$ cat src/rtl/conv_window_mac_if.sv
// Convolution window MAC interface.
// Carries the tap-load bus (sel, d_load, k_load, din, kin), the start/busy
// control pair, the sel_err load-error pulse, and the result valid/ready
// handshake (result, res_valid, res_ready).
//   master: controller / result-writer side (drives loads, start, res_ready)
//   slave : conv_window_mac side (drives busy, sel_err, result, res_valid)
interface conv_window_mac_if #(
  parameter int DW = 8,
  parameter int KW = 8,
  parameter int AW = DW + KW + 4
);
  logic [8:0]           sel;
  logic                 d_load;
  logic                 k_load;
  logic [DW-1:0]        din;
  logic [KW-1:0]        kin;
  logic                 start;
  logic                 busy;
  logic                 sel_err;
  logic signed [AW-1:0] result;
  logic                 res_valid;
  logic                 res_ready;

  modport master (
    output sel, d_load, k_load, din, kin, start, res_ready,
    input  busy, sel_err, result, res_valid
  );

  modport slave (
    input  sel, d_load, k_load, din, kin, start, res_ready,
    output busy, sel_err, result, res_valid
  );
endinterface

$ cat src/rtl/conv_window_mac.sv
// 3x3 convolution window multiply-accumulate.
// Captures data and kernel taps through a one-hot select.
// When both banks are complete, start runs 9 sequential signed MACs.
// The sum is then offered on a valid/ready output.
// Ports:
//   clk : rising-edge clock
//   rst : asynchronous active-low reset
//   bus : conv_window_mac_if slave (loads, start/busy, sel_err, result handshake)
module conv_window_mac #(
  parameter int DW = 8,
  parameter int KW = 8,
  parameter int AW = DW + KW + 4
) (
  input  logic              clk,
  input  logic              rst,
  conv_window_mac_if.slave  bus
);

  typedef enum logic [1:0] {IDLE, MAC, OUT} state_e;

  state_e               state_q, state_d;
  logic signed [DW-1:0] data_q   [9];
  logic signed [KW-1:0] kernel_q [9];
  logic [8:0]           d_mask_q, k_mask_q;
  logic signed [AW-1:0] acc_q, result_q;
  logic [3:0]           idx_q;
  logic                 res_valid_q, sel_err_q;

  logic                    sel_onehot;
  logic                    window_full;
  logic                    handshake;
  logic signed [DW+KW-1:0] prod;
  logic signed [AW-1:0]    acc_sum;

  // sel & (sel-1) clears the lowest set bit; only a single-bit value leaves zero.
  assign sel_onehot  = (bus.sel != 9'd0) && ((bus.sel & (bus.sel - 9'd1)) == 9'd0);
  assign window_full = (&d_mask_q) && (&k_mask_q);
  assign handshake   = res_valid_q && bus.res_ready;

  // Both operands are signed, so the product is a full signed DW+KW value.
  // The size cast then sign-extends it to AW, or wraps it if AW is overridden smaller.
  assign prod    = data_q[idx_q] * kernel_q[idx_q];
  assign acc_sum = acc_q + AW'(prod);

  always_comb begin
    // NOTE: assign a default before the case so no path leaves state_d unassigned (no latch).
    state_d = state_q;
    case (state_q)
      IDLE:    if (bus.start && window_full) state_d = MAC;
      MAC:     if (idx_q == 4'd8)            state_d = OUT;
      OUT:     if (handshake)                state_d = IDLE;
      default: state_d = IDLE;
    endcase
  end

  always_ff @(posedge clk or negedge rst) begin
    if (!rst) begin
      state_q <= IDLE;
    end else begin
      state_q <= state_d;
    end
  end

  always_ff @(posedge clk or negedge rst) begin
    if (!rst) begin
      // NOTE: the tap banks are cleared on reset because reset must leave every tap at zero.
      for (int i = 0; i < 9; i++) begin
        data_q[i]   <= '0;
        kernel_q[i] <= '0;
      end
      d_mask_q    <= '0;
      k_mask_q    <= '0;
      acc_q       <= '0;
      idx_q       <= '0;
      result_q    <= '0;
      res_valid_q <= 1'b0;
      sel_err_q   <= 1'b0;
    end else begin
      // NOTE: use non-blocking assignments here so every register samples pre-edge values.
      sel_err_q <= 1'b0;
      case (state_q)
        IDLE: begin
          if ((bus.d_load || bus.k_load) && !sel_onehot) sel_err_q <= 1'b1;
          if (sel_onehot) begin
            for (int i = 0; i < 9; i++) begin
              if (bus.sel[i]) begin
                if (bus.d_load) begin
                  data_q[i]   <= bus.din;
                  d_mask_q[i] <= 1'b1;
                end
                if (bus.k_load) begin
                  kernel_q[i] <= bus.kin;
                  k_mask_q[i] <= 1'b1;
                end
              end
            end
          end
          if (state_d == MAC) begin
            acc_q <= '0;
            idx_q <= '0;
          end
        end
        MAC: begin
          acc_q <= acc_sum;
          idx_q <= idx_q + 4'd1;
          if (idx_q == 4'd8) begin
            result_q    <= acc_sum;
            res_valid_q <= 1'b1;
          end
        end
        OUT: begin
          // Kernel bank persists across windows; data must be reloaded each window.
          if (handshake) begin
            res_valid_q <= 1'b0;
            d_mask_q    <= '0;
          end
        end
        default: ;
      endcase
    end
  end

  assign bus.busy      = (state_q != IDLE);
  assign bus.sel_err   = sel_err_q;
  assign bus.result    = result_q;
  assign bus.res_valid = res_valid_q;

endmodule

$ cat src/flat_wrapper.sv
// flat-port wrapper written by rule: the top's interface ports become plain ports
module conv_window_mac_flat 
#(
  parameter int DW = 8,
  parameter int KW = 8,
  parameter int AW = DW + KW + 4
)
  (clk, rst, bus_sel, bus_d_load, bus_k_load, bus_din, bus_kin, bus_start, bus_res_ready, bus_busy, bus_sel_err, bus_result, bus_res_valid);
  conv_window_mac_if #(.DW(DW), .KW(KW), .AW(AW)) bus_i ();
  input  logic clk;
  input  logic rst;
  input wire logic [$bits(bus_i.sel)-1:0] bus_sel;
  input wire logic [$bits(bus_i.d_load)-1:0] bus_d_load;
  input wire logic [$bits(bus_i.k_load)-1:0] bus_k_load;
  input wire logic [$bits(bus_i.din)-1:0] bus_din;
  input wire logic [$bits(bus_i.kin)-1:0] bus_kin;
  input wire logic [$bits(bus_i.start)-1:0] bus_start;
  input wire logic [$bits(bus_i.res_ready)-1:0] bus_res_ready;
  output wire logic [$bits(bus_i.busy)-1:0] bus_busy;
  output wire logic [$bits(bus_i.sel_err)-1:0] bus_sel_err;
  output wire logic [$bits(bus_i.result)-1:0] bus_result;
  output wire logic [$bits(bus_i.res_valid)-1:0] bus_res_valid;
  assign bus_i.sel = bus_sel;
  assign bus_i.d_load = bus_d_load;
  assign bus_i.k_load = bus_k_load;
  assign bus_i.din = bus_din;
  assign bus_i.kin = bus_kin;
  assign bus_i.start = bus_start;
  assign bus_i.res_ready = bus_res_ready;
  assign bus_busy = bus_i.busy;
  assign bus_sel_err = bus_i.sel_err;
  assign bus_result = bus_i.result;
  assign bus_res_valid = bus_i.res_valid;
  conv_window_mac #(.DW(DW), .KW(KW), .AW(AW)) u_core (.clk(clk), .rst(rst), .bus(bus_i));
endmodule
$ cat config.mk
export PLATFORM = sky130hd
export DESIGN_NAME = conv_window_mac_flat
export DESIGN_NICKNAME = d
export VERILOG_FILES = /design/src/rtl/conv_window_mac_if.sv /design/src/rtl/conv_window_mac.sv /design/src/flat_wrapper.sv
export SDC_FILE = /design/constraint.sdc
export NUM_CORES = 1
export LEC_CHECK = 0
export CAP_MARGIN = 30
export CORE_ASPECT_RATIO = 0.8
export CORE_MARGIN = 4
export CORE_UTILIZATION = 56
export DETAILED_ROUTE_END_ITERATION = 10
export PLACE_DENSITY = 0.77
export SYNTH_ARGS = -nofsm -noshare
export SYNTH_HDL_FRONTEND = slang
export SYNTH_SLANG_ARGS = --single-unit
$ cat constraint.sdc
create_clock -name clk -period 6.52 [get_ports clk]
set_input_delay 0.978 -clock clk [delete_from_list [all_inputs] [get_ports clk]]
set_output_delay 0.978 -clock clk [all_outputs]
set_load 0.01 [all_outputs]
==> results.ini <==
[sta]
setup_tns_ps = 0
setup_slack_ps = 345
finalMaxSlewViolations = 0
fmax_mhz = 162
period_minus_slack_ps = 6170
slew_headroom_pct = 44.9
timing.hold.ws_ps = 476
worst_pin_slew_ps = 826
hold_violations = 0
worst_clock_skew_ps = 21.2
rsz0062_at_grt = no
finalSetupViolCount = 0
final.period_utilization_pct = 94.7

[layout]
num-nets-final = 1278
areaGrowthSynthToFinish_pct = 15.3
n_antenna_cell = 0
multi_input_area_um2 = 7090
design_area_um2 = 14700
drive_gt1_share_pct = 27.1
seq_area_um2 = 5260
fillers = 1651

[yosys]
yosysWarnings = 0
synth_common_cells = 210 x dfrtp_1, 144 x mux2_2, 96 x inv_1, 88 x fa_1, 68 x nand2_1
synth.avg_cell_area_um2 = 12.5
netlist_top_cells_area = dfrtp_1 41%, fa_1 14%, mux2_2 13%
synth_most_common_cell = dfrtp_1
ys_types = 47
yosysTopAreaCell = dfrtp_1
netlist_area_um2 = 12800
synth-edff-count = 0
synth_top_area_share_pct = 41.1
async_flop_share_pct = 100
postSynthCellCount = 1021
synth.net_count = 1188
ys_seq_area_share_pct = 41.1
ys_ff_latch = 210
ys.flop_type = dfrtp_1

[place]
placed_area_um2 = 13900
place_ws_ps = 250
routabilityCongestion = 0.889
hpwl_mm = 20.2
port-buffer-count = 53

[routing]
ant_nets = 0
wl_per_cell_um = 19.7
dr.pass1.iters = 5
totalWireLength_mm = 28.2
dr_total_vias = 8185
drt_iter0_drc = 686
drc = 0
viasPerCell = 5.71

[cts]
clkSlewWorstSetupHoldPaths_ps = 60
cts_hold_buf = 0
clock_latency_ps = 520
root_buffer = clkbuf_16
cts_tree = built
cts.sinks = 210
cts_buffers = 23
clockBufferDepth = 3
ctsHtreeMaxLevel = 1

[setup_path]
cp_common_cell = fa_1
cp_data_arrival_time_ps = 6520
critPathKind = reg2reg
path_max_fanout = 17
reg2reg_depth = 20
r2r-start = u_core.idx_q[0]
worst_setup_path_end_kind = register
max_stage_delay_ps = 570
worst-path-stages = 20
crit_chain = buf_6 > mux4_2 > mux2i_1 > nor2_1 > a21oi_1 > buf_4 > nor2_1 > fa_1 > fa_1 > fa_1 > fa_1 > fa_1 > ha_1 > nand3_1 > o22ai_1 > o31ai_1 > buf_4 > o31ai_1 > xnor2_1 > o22ai_1
cp_top_family = adder cells
cp-start-kind = register
ff2ff_setup_slack_ps = 350
required_ps = 6870
setup.worst_path.end = u_core.acc_q[19]
worst-path-buf-inv = 3
critPathLaunch = u_core.idx_q[0]
rr_endpoint = u_core.acc_q[19]
cp_slowest_cell = fa_1

[die]
die_height_um = 143
core-area_um2 = 22500
ios = 54
initial_core_util_pct = 56.9
num_rows = 49
die_w_um = 177
die-area_um2 = 25300

[job]
drv_cap = 0

[power_and_ir_drop]
power.total_w = 0.00293
vdd_ir_drop_max_mv = 0.168
leakage_nw = 7.32
powerDensity_nw_per_um2 = 199

[grt]
antenna_found_initial = 0
grt_usage_pct = 23.3
grt_max_degree = 102
grt_overflow_total = 0
grt_first_pass_wirelength_mm = 47.1
grt_pass1_vias = 8716

[min_path]
hp-class = reg2reg

[status]
status = finished clean

## power breakdown
part           switching (W)  total (W)  internal, W
clock               0.000534    0.00132     0.000786
combinational      0.0000884   0.000191     0.000103
sequential         0.0000401    0.00142      0.00138
## stage by stage
step                      utilization [%]  std cells
after global routing                 65.5       1433
after detailed placement             61.9       1390
after floorplan                         -       1021
final                                65.5       1433
after global placement               61.9       1390
after CTS                            65.3       1431
## worst min-delay path by stage
stage	to	start	cells after the start	slack (ps)
after floorplan	u_core.k_mask_q[6]	u_core.k_mask_q[6]	1	440
after global placement	u_core.k_mask_q[2]	u_core.k_mask_q[2]	1	450
after detailed placement	u_core.k_mask_q[3]	u_core.k_mask_q[3]	1	460
after CTS	u_core.k_mask_q[3]	u_core.k_mask_q[3]	1	470
after global routing	u_core.k_mask_q[3]	u_core.k_mask_q[3]	1	490
final	u_core.bus.result[4]	u_core.bus.result[4]	2	480
## flip-flops by register name (all words and copies together), names as in the netlist
register / cells
u_core.kernel_q: 72
u_core.data_q: 72
u_core.bus.res_valid: 1
u_core.acc_q: 20
u_core.bus.sel_err: 1
u_core.bus.result: 20
u_core.state_q: 2
u_core.idx_q: 4
u_core.d_mask_q: 9
u_core.k_mask_q: 9
## layout by cell type, fill, tap and decap left out, drive strengths merged, types with 5 or more instances in the layout
| cell | instances |
|---|---|
| a21oi | 28 |
| a22o | 8 |
| buf | 43 |
| clkbuf | 32 |
| clkdlybuf4s50 | 52 |
| clkinv | 5 |
| dfrtp | 210 |
| fa | 88 |
| ha | 48 |
| inv | 98 |
| mux2 | 149 |
| mux2i | 20 |
| mux4 | 32 |
| nand2 | 68 |
| nand2b | 16 |
| nand3 | 22 |
| nand4 | 8 |
| nor2 | 62 |
| nor2b | 8 |
| nor3 | 22 |
| o21a | 11 |
| o21ai | 21 |
| o31ai | 10 |
| or2 | 14 |
| xnor2 | 17 |
| xor2 | 7 |
## repair_timing
item,in CTS,in global routing
buffers inserted,0,1
resized for setup,0,5
endpoints found under the setup margin,0,11
## tightest hold or removal path, cell delays in order, from the launching register on
cell	delay, ps
dfrtp_1	340
nand2_1	50
nand2_1	60
## final cells by class
cell class / count / share of cell area, %
clock buffer: 31 / 4.45
tap: 306 / 2.60
clock inverter: 10 / 0.764
inverter: 96 / 2.44
multi-input combinational: 684 / 48.1
timing repair buffer: 96 / 6.01
sequential: 210 / 35.7
## layer usage
metal	GRT usage, %	wire [µm]	vias to the layer above
met4	4.68	549	0
li1	-	-	3703
met5	0	0	-
met2	36.7	13100	222
met3	4.10	1590	36
met1	34.6	12900	4224
## cells by family (layout without fill, tap and decap cells)
family	after synthesis	in the layout	share of synthesized area (%)
compound gates	95	95	4.75
simple gates	228	228	9.80
xor+xnor	24	24	1.64
fa+ha+maj	136	136	18.5
buf+inv	127	233	3.94
flops	210	210	41.1
mux	201	201	20.3
Note: power is estimated with default switching activity, not from simulation.
